**src/rtl/core_ctrl_pkg.sv**
```systemverilog
// Shared definitions for the multi-cycle sequencer: ALU codes, opcodes,
// FSM state encoding and trap causes.
package core_ctrl_pkg;

  typedef enum logic [3:0] {
    ALU_AND    = 4'b0000,
    ALU_OR     = 4'b0001,
    ALU_ADD    = 4'b0010,
    ALU_SLL    = 4'b0011,
    ALU_SUB    = 4'b0100,
    ALU_SRL    = 4'b0101,
    ALU_SRA    = 4'b0110,
    ALU_XOR    = 4'b0111,
    ALU_SLT    = 4'b1000,
    ALU_SLTU   = 4'b1001,
    ALU_PASS_B = 4'b1010
  } alu_op_e;

  localparam logic [6:0] OP_R   = 7'b0110011;
  localparam logic [6:0] OP_I   = 7'b0010011;
  localparam logic [6:0] OP_LUI = 7'b0110111;

  localparam logic [6:0] F7_BASE = 7'b0000000;
  localparam logic [6:0] F7_ALT  = 7'b0100000;

  typedef enum logic [2:0] {
    ST_IDLE      = 3'd0,
    ST_FETCH     = 3'd1,
    ST_WAIT_RD   = 3'd2,
    ST_DECODE    = 3'd3,
    ST_EXECUTE   = 3'd4,
    ST_WRITEBACK = 3'd5,
    ST_TRAP      = 3'd6
  } state_e;

  localparam logic [1:0] CAUSE_NONE    = 2'b00;
  localparam logic [1:0] CAUSE_ILLEGAL = 2'b01;
  localparam logic [1:0] CAUSE_TIMEOUT = 2'b10;

endpackage

```
**src/rtl/instr_decode.sv**
```systemverilog
// Combinational instruction decoder: maps the instruction register onto ALU
// control, operand select, immediate, register fields and an illegal flag.
module instr_decode (
  input  logic [31:0] ir,
  output logic [3:0]  alu_ctrl,
  output logic        alu_src_imm,
  output logic [31:0] imm,
  output logic [4:0]  rs1,
  output logic [4:0]  rs2,
  output logic [4:0]  rd,
  output logic        illegal
);
  import core_ctrl_pkg::*;

  logic [6:0] opcode;
  logic [2:0] funct3;
  logic [6:0] funct7;

  assign opcode = ir[6:0];
  assign funct3 = ir[14:12];
  assign funct7 = ir[31:25];
  assign rs1    = ir[19:15];
  assign rs2    = ir[24:20];
  assign rd     = ir[11:7];

  always_comb begin
    alu_ctrl    = ALU_ADD;
    alu_src_imm = 1'b0;
    imm         = 32'd0;
    illegal     = 1'b0;
    case (opcode)
      OP_R: begin
        case ({funct7, funct3})
          {F7_BASE, 3'b000}: alu_ctrl = ALU_ADD;
          {F7_BASE, 3'b001}: alu_ctrl = ALU_SLL;
          {F7_BASE, 3'b010}: alu_ctrl = ALU_SLT;
          {F7_BASE, 3'b011}: alu_ctrl = ALU_SLTU;
          {F7_BASE, 3'b100}: alu_ctrl = ALU_XOR;
          {F7_BASE, 3'b101}: alu_ctrl = ALU_SRL;
          {F7_BASE, 3'b110}: alu_ctrl = ALU_OR;
          {F7_BASE, 3'b111}: alu_ctrl = ALU_AND;
          {F7_ALT,  3'b000}: alu_ctrl = ALU_SUB;
          {F7_ALT,  3'b101}: alu_ctrl = ALU_SRA;
          default:           illegal  = 1'b1;
        endcase
      end
      OP_I: begin
        alu_src_imm = 1'b1;
        imm         = {{20{ir[31]}}, ir[31:20]};
        // Shift-immediates reuse the upper immediate bits as a funct7 qualifier.
        case (funct3)
          3'b000: alu_ctrl = ALU_ADD;
          3'b010: alu_ctrl = ALU_SLT;
          3'b011: alu_ctrl = ALU_SLTU;
          3'b100: alu_ctrl = ALU_XOR;
          3'b110: alu_ctrl = ALU_OR;
          3'b111: alu_ctrl = ALU_AND;
          3'b001: begin
            if (funct7 == F7_BASE) alu_ctrl = ALU_SLL;
            else                   illegal  = 1'b1;
          end
          default: begin
            if (funct7 == F7_BASE)     alu_ctrl = ALU_SRL;
            else if (funct7 == F7_ALT) alu_ctrl = ALU_SRA;
            else                       illegal  = 1'b1;
          end
        endcase
      end
      OP_LUI: begin
        alu_ctrl    = ALU_PASS_B;
        alu_src_imm = 1'b1;
        imm         = {ir[31:12], 12'd0};
      end
      default: illegal = 1'b1;
    endcase
  end

endmodule

```
**src/rtl/multicycle_seq_ctrl.sv**
```systemverilog
// Multi-cycle instruction sequencer: fetch handshake, decode, execute and
// writeback sequencing with illegal-instruction and fetch-timeout traps.
module multicycle_seq_ctrl #(
  parameter int TIMEOUT_CYCLES = 15,
  parameter int TIMEOUT_W      = 4
) (
  input  logic        clk,
  input  logic        rst_n,
  input  logic        run,
  output logic        imem_req,
  input  logic        imem_gnt,
  input  logic        imem_rvalid,
  input  logic [31:0] imem_rdata,
  output logic [3:0]  alu_ctrl,
  output logic        alu_src_imm,
  output logic [4:0]  rs1_addr,
  output logic [4:0]  rs2_addr,
  output logic [4:0]  rd_addr,
  output logic [31:0] imm,
  output logic        reg_write,
  output logic        pc_inc,
  output logic        retire,
  output logic        busy,
  output logic        trap,
  output logic [1:0]  trap_cause
);
  import core_ctrl_pkg::*;

  state_e               state, next_state;
  logic [31:0]          ir;
  logic [TIMEOUT_W-1:0] tcount;
  logic                 timeout_hit;
  logic                 fetch_done;

  logic [3:0]  dec_alu_ctrl;
  logic        dec_alu_src_imm;
  logic [31:0] dec_imm;
  logic [4:0]  dec_rs1, dec_rs2, dec_rd;
  logic        dec_illegal;

  instr_decode u_decode (
    .ir          (ir),
    .alu_ctrl    (dec_alu_ctrl),
    .alu_src_imm (dec_alu_src_imm),
    .imm         (dec_imm),
    .rs1         (dec_rs1),
    .rs2         (dec_rs2),
    .rd          (dec_rd),
    .illegal     (dec_illegal)
  );

  assign timeout_hit = (tcount == TIMEOUT_W'(TIMEOUT_CYCLES - 1));
  assign fetch_done  = ((state == ST_FETCH) && imem_gnt && imem_rvalid) ||
                       ((state == ST_WAIT_RD) && imem_rvalid);

  always_ff @(posedge clk or negedge rst_n) begin
    if (!rst_n) state <= ST_IDLE;
    else        state <= next_state;
  end

  // A same-cycle gnt+rvalid skips WAIT_RD; rvalid on the last allowed cycle beats the timeout.
  always_comb begin
    next_state = state;
    imem_req   = 1'b0;
    reg_write  = 1'b0;
    pc_inc     = 1'b0;
    retire     = 1'b0;
    busy       = 1'b1;
    trap       = 1'b0;
    case (state)
      ST_IDLE: begin
        busy = 1'b0;
        if (run) next_state = ST_FETCH;
      end
      ST_FETCH: begin
        imem_req = 1'b1;
        if (imem_gnt && imem_rvalid) next_state = ST_DECODE;
        else if (timeout_hit)        next_state = ST_TRAP;
        else if (imem_gnt)           next_state = ST_WAIT_RD;
      end
      ST_WAIT_RD: begin
        if (imem_rvalid)      next_state = ST_DECODE;
        else if (timeout_hit) next_state = ST_TRAP;
      end
      ST_DECODE:  next_state = dec_illegal ? ST_TRAP : ST_EXECUTE;
      ST_EXECUTE: next_state = ST_WRITEBACK;
      ST_WRITEBACK: begin
        reg_write  = (rd_addr != 5'd0);
        pc_inc     = 1'b1;
        retire     = 1'b1;
        next_state = run ? ST_FETCH : ST_IDLE;
      end
      ST_TRAP: begin
        busy = 1'b0;
        trap = 1'b1;
        if (!run) next_state = ST_IDLE;
      end
      default: begin
        busy       = 1'b0;
        next_state = ST_IDLE;
      end
    endcase
  end

  always_ff @(posedge clk or negedge rst_n) begin
    if (!rst_n) begin
      ir     <= 32'd0;
      tcount <= '0;
    end else begin
      if (fetch_done) ir <= imem_rdata;
      if (next_state == ST_FETCH && state != ST_FETCH)
        tcount <= '0;
      else if (state == ST_FETCH || state == ST_WAIT_RD)
        tcount <= tcount + TIMEOUT_W'(1);
    end
  end

  always_ff @(posedge clk or negedge rst_n) begin
    if (!rst_n) begin
      trap_cause <= CAUSE_NONE;
    end else if (next_state == ST_TRAP && state != ST_TRAP) begin
      trap_cause <= (state == ST_DECODE) ? CAUSE_ILLEGAL : CAUSE_TIMEOUT;
    end else if (state == ST_TRAP && next_state == ST_IDLE) begin
      trap_cause <= CAUSE_NONE;
    end
  end

  // Decode results are captured once in DECODE and held until the next DECODE.
  always_ff @(posedge clk or negedge rst_n) begin
    if (!rst_n) begin
      alu_ctrl    <= 4'd0;
      alu_src_imm <= 1'b0;
      imm         <= 32'd0;
      rs1_addr    <= 5'd0;
      rs2_addr    <= 5'd0;
      rd_addr     <= 5'd0;
    end else if (state == ST_DECODE) begin
      alu_ctrl    <= dec_alu_ctrl;
      alu_src_imm <= dec_alu_src_imm;
      imm         <= dec_imm;
      rs1_addr    <= dec_rs1;
      rs2_addr    <= dec_rs2;
      rd_addr     <= dec_rd;
    end
  end

endmodule
```
**config.mk**
```make
export PLATFORM = sky130hd
export DESIGN_NAME = multicycle_seq_ctrl
export DESIGN_NICKNAME = d
export VERILOG_FILES = /design/src/rtl/core_ctrl_pkg.sv /design/src/rtl/instr_decode.sv /design/src/rtl/multicycle_seq_ctrl.sv
export SDC_FILE = /design/constraint.sdc
export NUM_CORES = 1
export LEC_CHECK = 0
export ABC_AREA = 1
export BUFFER_PORTS_ARGS = -buffer_cell sky130_fd_sc_hd__buf_2
export CORE_AREA = 2 2 70 122
export DETAILED_ROUTE_END_ITERATION = 10
export DIE_AREA = 0 0 72 124
export GPL_TIMING_DRIVEN = 0
export MAX_ROUTING_LAYER = met4
export PLACE_DENSITY_LB_ADDON = 0.3
export SETUP_SLACK_MARGIN = 0.2
export SLEW_MARGIN = 20
export SYNTH_ARGS = -nofsm -noshare
export SYNTH_HDL_FRONTEND = slang
export SYNTH_SLANG_ARGS = --single-unit
export TNS_END_PERCENT = 50
```
**constraint.sdc**
```tcl
create_clock -name clk -period 2.2 [get_ports clk]
set_input_delay 0.11 -clock clk [delete_from_list [all_inputs] [get_ports clk]]
set_output_delay 0.11 -clock clk [all_outputs]
set_load 0.02 [all_outputs]
```
==> run_results.csv <==
group,metric,value,unit
run_status,status,"finished, violations left",
run_status,violations,"hold timing",
cts,clk_pin_slew,0.06,ns
cts,clk_path_buf_depth,2,
placement,place.gp.congestion,0.9088,
cts,clockRootBuffer,"clkbuf_16",
logic_synthesis,yosys_warnings,0,
critical_path,worstPathArrival,2.09,ns
final_layout,drive_above_1_share,0.2759,
sta,whs,-0.0002042,ns
power,total_power,6634,uW
final_layout,antenna_cells,0,
cts,cts_made_buffers,9,
logic_synthesis,synth_area,0.004114,mm2
floorplanning,fp.dieH,124,um
critical_path,worst_setup_path_end_kind,"flop",
cts,cts_tree,"yes",
drt,vias_per_cell,5.363,
floorplanning,start_util,0.5202,
global_routing,grt_overflow_total,0,
placement,portBuffers,96,
drt,drcViolationCount,0,
floorplanning,chipWidth,72,um
placement,place.detailed.hpwl,7507,um
sta,setup_viol,0,
drt,wire_per_inst,15.26,um
hold_path,hold_path_class,"in2reg",
sta,period_needed,1.821,ns
logic_synthesis,syn_nets,494,
cts,numClockSinks,93,
sta,hold_violations,1,
critical_path,crit_path_start_kind,"flop",
logic_synthesis,yosysMostFrequentCell,"nand2_1",
drt,vias,3593,
drt,drtAntennaViolNets,0,
global_routing,grt_pass1_vias,3570,
sta,worst_slew_pin_slew,0.5271,ns
sta,rsz0062_at_grt,"no",
critical_path,path_class,"reg2reg",
sta,fmax,549.2,MHz
logic_synthesis,yosysUniqueCellTypes,33,
cts,clkLatencyLatePin,0.34,ns
drt,drt_wl_total,10220,um
logic_synthesis,netlist_top_cells_area,"dfrtp_1 (57%), nand2_1 (13%), o21ai_0 (5.1%), mux2_2 (3.8%), inv_1 (3.4%)",
sta,min_period_over_period,0.8277,
floorplanning,pin_count,97,
logic_synthesis,syn_avg_cell_area,9.042,um2
logic_synthesis,seq_area_frac_synth,0.5657,
final_layout,nNetsFinal,615,
sta,tns,0,ns
logic_synthesis,yosys.area.top_type_share,0.5657,
flow_run,cap_violations,0,
critical_path,cp.required,2.47,ns
sta,skew,0.007335,ns
cts,postCtsSetupBuffers,0,
floorplanning,core-area,0.007909,mm2
power,ir_drop,0.8644,mV
drt,drt_pass1_iterations,4,
sta,slew_violations,0,
global_routing,grt_pass1_wl,16500,um
power,leakagePower,0.002679,uW
power,pwr_density_cell,1287,mW/mm2
floorplanning,die_area,0.008928,mm2
global_routing,antenna_found_initial,0,
final_layout,syn_to_final_growth,25.33,%
floorplanning,num_rows,43,
global_routing,globalRouteTotalUtil,0.2509,
logic_synthesis,synth-main-ff-cell,"dfrtp_1",
logic_synthesis,syn-instance-count,455,
cts,h-tree-depth,3,
logic_synthesis,yosys-top-cells-count,"nand2_1 (140), dfrtp_1 (93), o21ai_0 (42), inv_1 (37), nor2_1 (23)",
drt,drt-initial-drc-count,260,
logic_synthesis,yosysTopAreaCell,"dfrtp_1",
logic_synthesis,async_flop_share,1.000,
sta,relSlewSlack,0.6486,
logic_synthesis,synth_edf_count,0,
global_routing,grt_max_degree,61,
critical_path,path_max_fanout,4,
logic_synthesis,synth_seq_cells,93,
[path summary, 6_finish.rpt]
kind | startpoint | endpoint | slack (ns) | cells past startpoint
worst max register to register | ir[25] | trap_cause[1] | 0.38 | 13
min in group asynchronous | rst_n | rs1_addr[1] | 0.26 | 2
worst min-delay path | imem_rdata[25] | ir[25] | -0.0002 | 3
worst max-delay path | ir[25] | trap_cause[1] | 0.38 | 13
worst min register to register | rs1_addr[1] | rs1_addr[1] | 0.48 | 2
max in group asynchronous | rst_n | ir[29] | 1.29 | 3
[cell type report]
class	instances	area (um2)
fillers	666	2753
flip-flops and latches	93	2327
multi-input cells	299	1531
repair buffers	111	650.6
clock buffers	12	256.5
inverters	43	161.4
well taps	90	112.6
plain buffers	19	95.09
clock inverters	3	21.27
[placed cells by master, fill, tap and decap left out, drive strengths merged]
| master | instances |
|---|---|
| inv | 43 |
| mux2 | 14 |
| nand4 | 3 |
| a211oi | 1 |
| nor3 | 5 |
| or4 | 1 |
| nor2 | 31 |
| dfrtp | 93 |
| clkbuf | 21 |
| nand3b | 2 |
| nand2 | 145 |
| o311ai | 3 |
| clkinv | 2 |
| a21oi | 10 |
| o211ai | 16 |
| nand3 | 18 |
| dlygate4sd3 | 14 |
| o21ai | 43 |
| a31oi | 1 |
| a21o | 1 |
| xnor2 | 1 |
| o2111ai | 1 |
| ha | 2 |
| a41oi | 1 |
| clkinvlp | 1 |
| buf | 107 |
[per-stage QoR]
step	area (um2)	instances	hold slack [ns]	util	worst slack, ns
3_5_place_dp	4737	642	0.08600	0.5990	0.3920
6_report	5156	670	-0.0002042	0.6520	0.3790
2_1_floorplan	4114	455	-0.1856	-	0.6067
3_3_place_gp	4707	641	0.3186	0.5952	0.2437
5_1_grt	5156	670	0.008302	0.6520	0.2583
4_1_cts	5151	670	0.0009890	0.6513	0.3739
[kinds of logic after synthesis]
logic type	count (synthesis)	synth area share
AOI/OAI and AO/OA	77	0.1104
buffers and inverters	63	0.06326
adders and majority gates	2	0.006082
DFF	93	0.5657
muxes	14	0.03832
and+or+nand+nor	205	0.2141
xor gates and xnor gates	1	0.002129
[worst max-delay path, cell delays in order (launching register included)]
cell and delay (ns):
dfrtp_1 0.45, nor2_1 0.23, nand2_1 0.09, nor2_1 0.20
nand2_1 0.09, nand2_1 0.06, nor2_1 0.04, nand2_1 0.07
nand2_1 0.05, nand2_1 0.13, nand2_1 0.10, nand2_1 0.10
nand3_1 0.08, nand2_1 0.07
[sequential cells by signal, summed over array words and instances, names as in the netlist, 2 cells and up]
signal,cells
imm,32
ir,32
rd_addr,5
rs1_addr,5
rs2_addr,5
alu_ctrl,4
tcount,4
state,3
trap_cause,2
[power by group]
part / switching, uW / internal [uW]
clock network: 620 / 821
registers: 385 / 2270
logic: 1660 / 879
total: 2660 / 3970
[repair_timing]
item | in CTS | in global routing
cloned | 0 | 0
setup endpoints to repair | 1 | 1
endpoints found under the hold margin | 46 | 0
gates resized for setup | 0 | 1
hold buffers | 14 | 0
[layer usage]
metal / vias to the layer above / global-route usage / part of all wire
li1: 1718 / - / -
met1: 1737 / 0.2820 / 0.38
met2: 106 / 0.4282 / 0.54
met3: 32 / 0.03722 / 0.037
met4: 0 / 0.1333 / 0.039
met5: - / - / 0
Note: power is estimated with default switching activity, not from simulation.
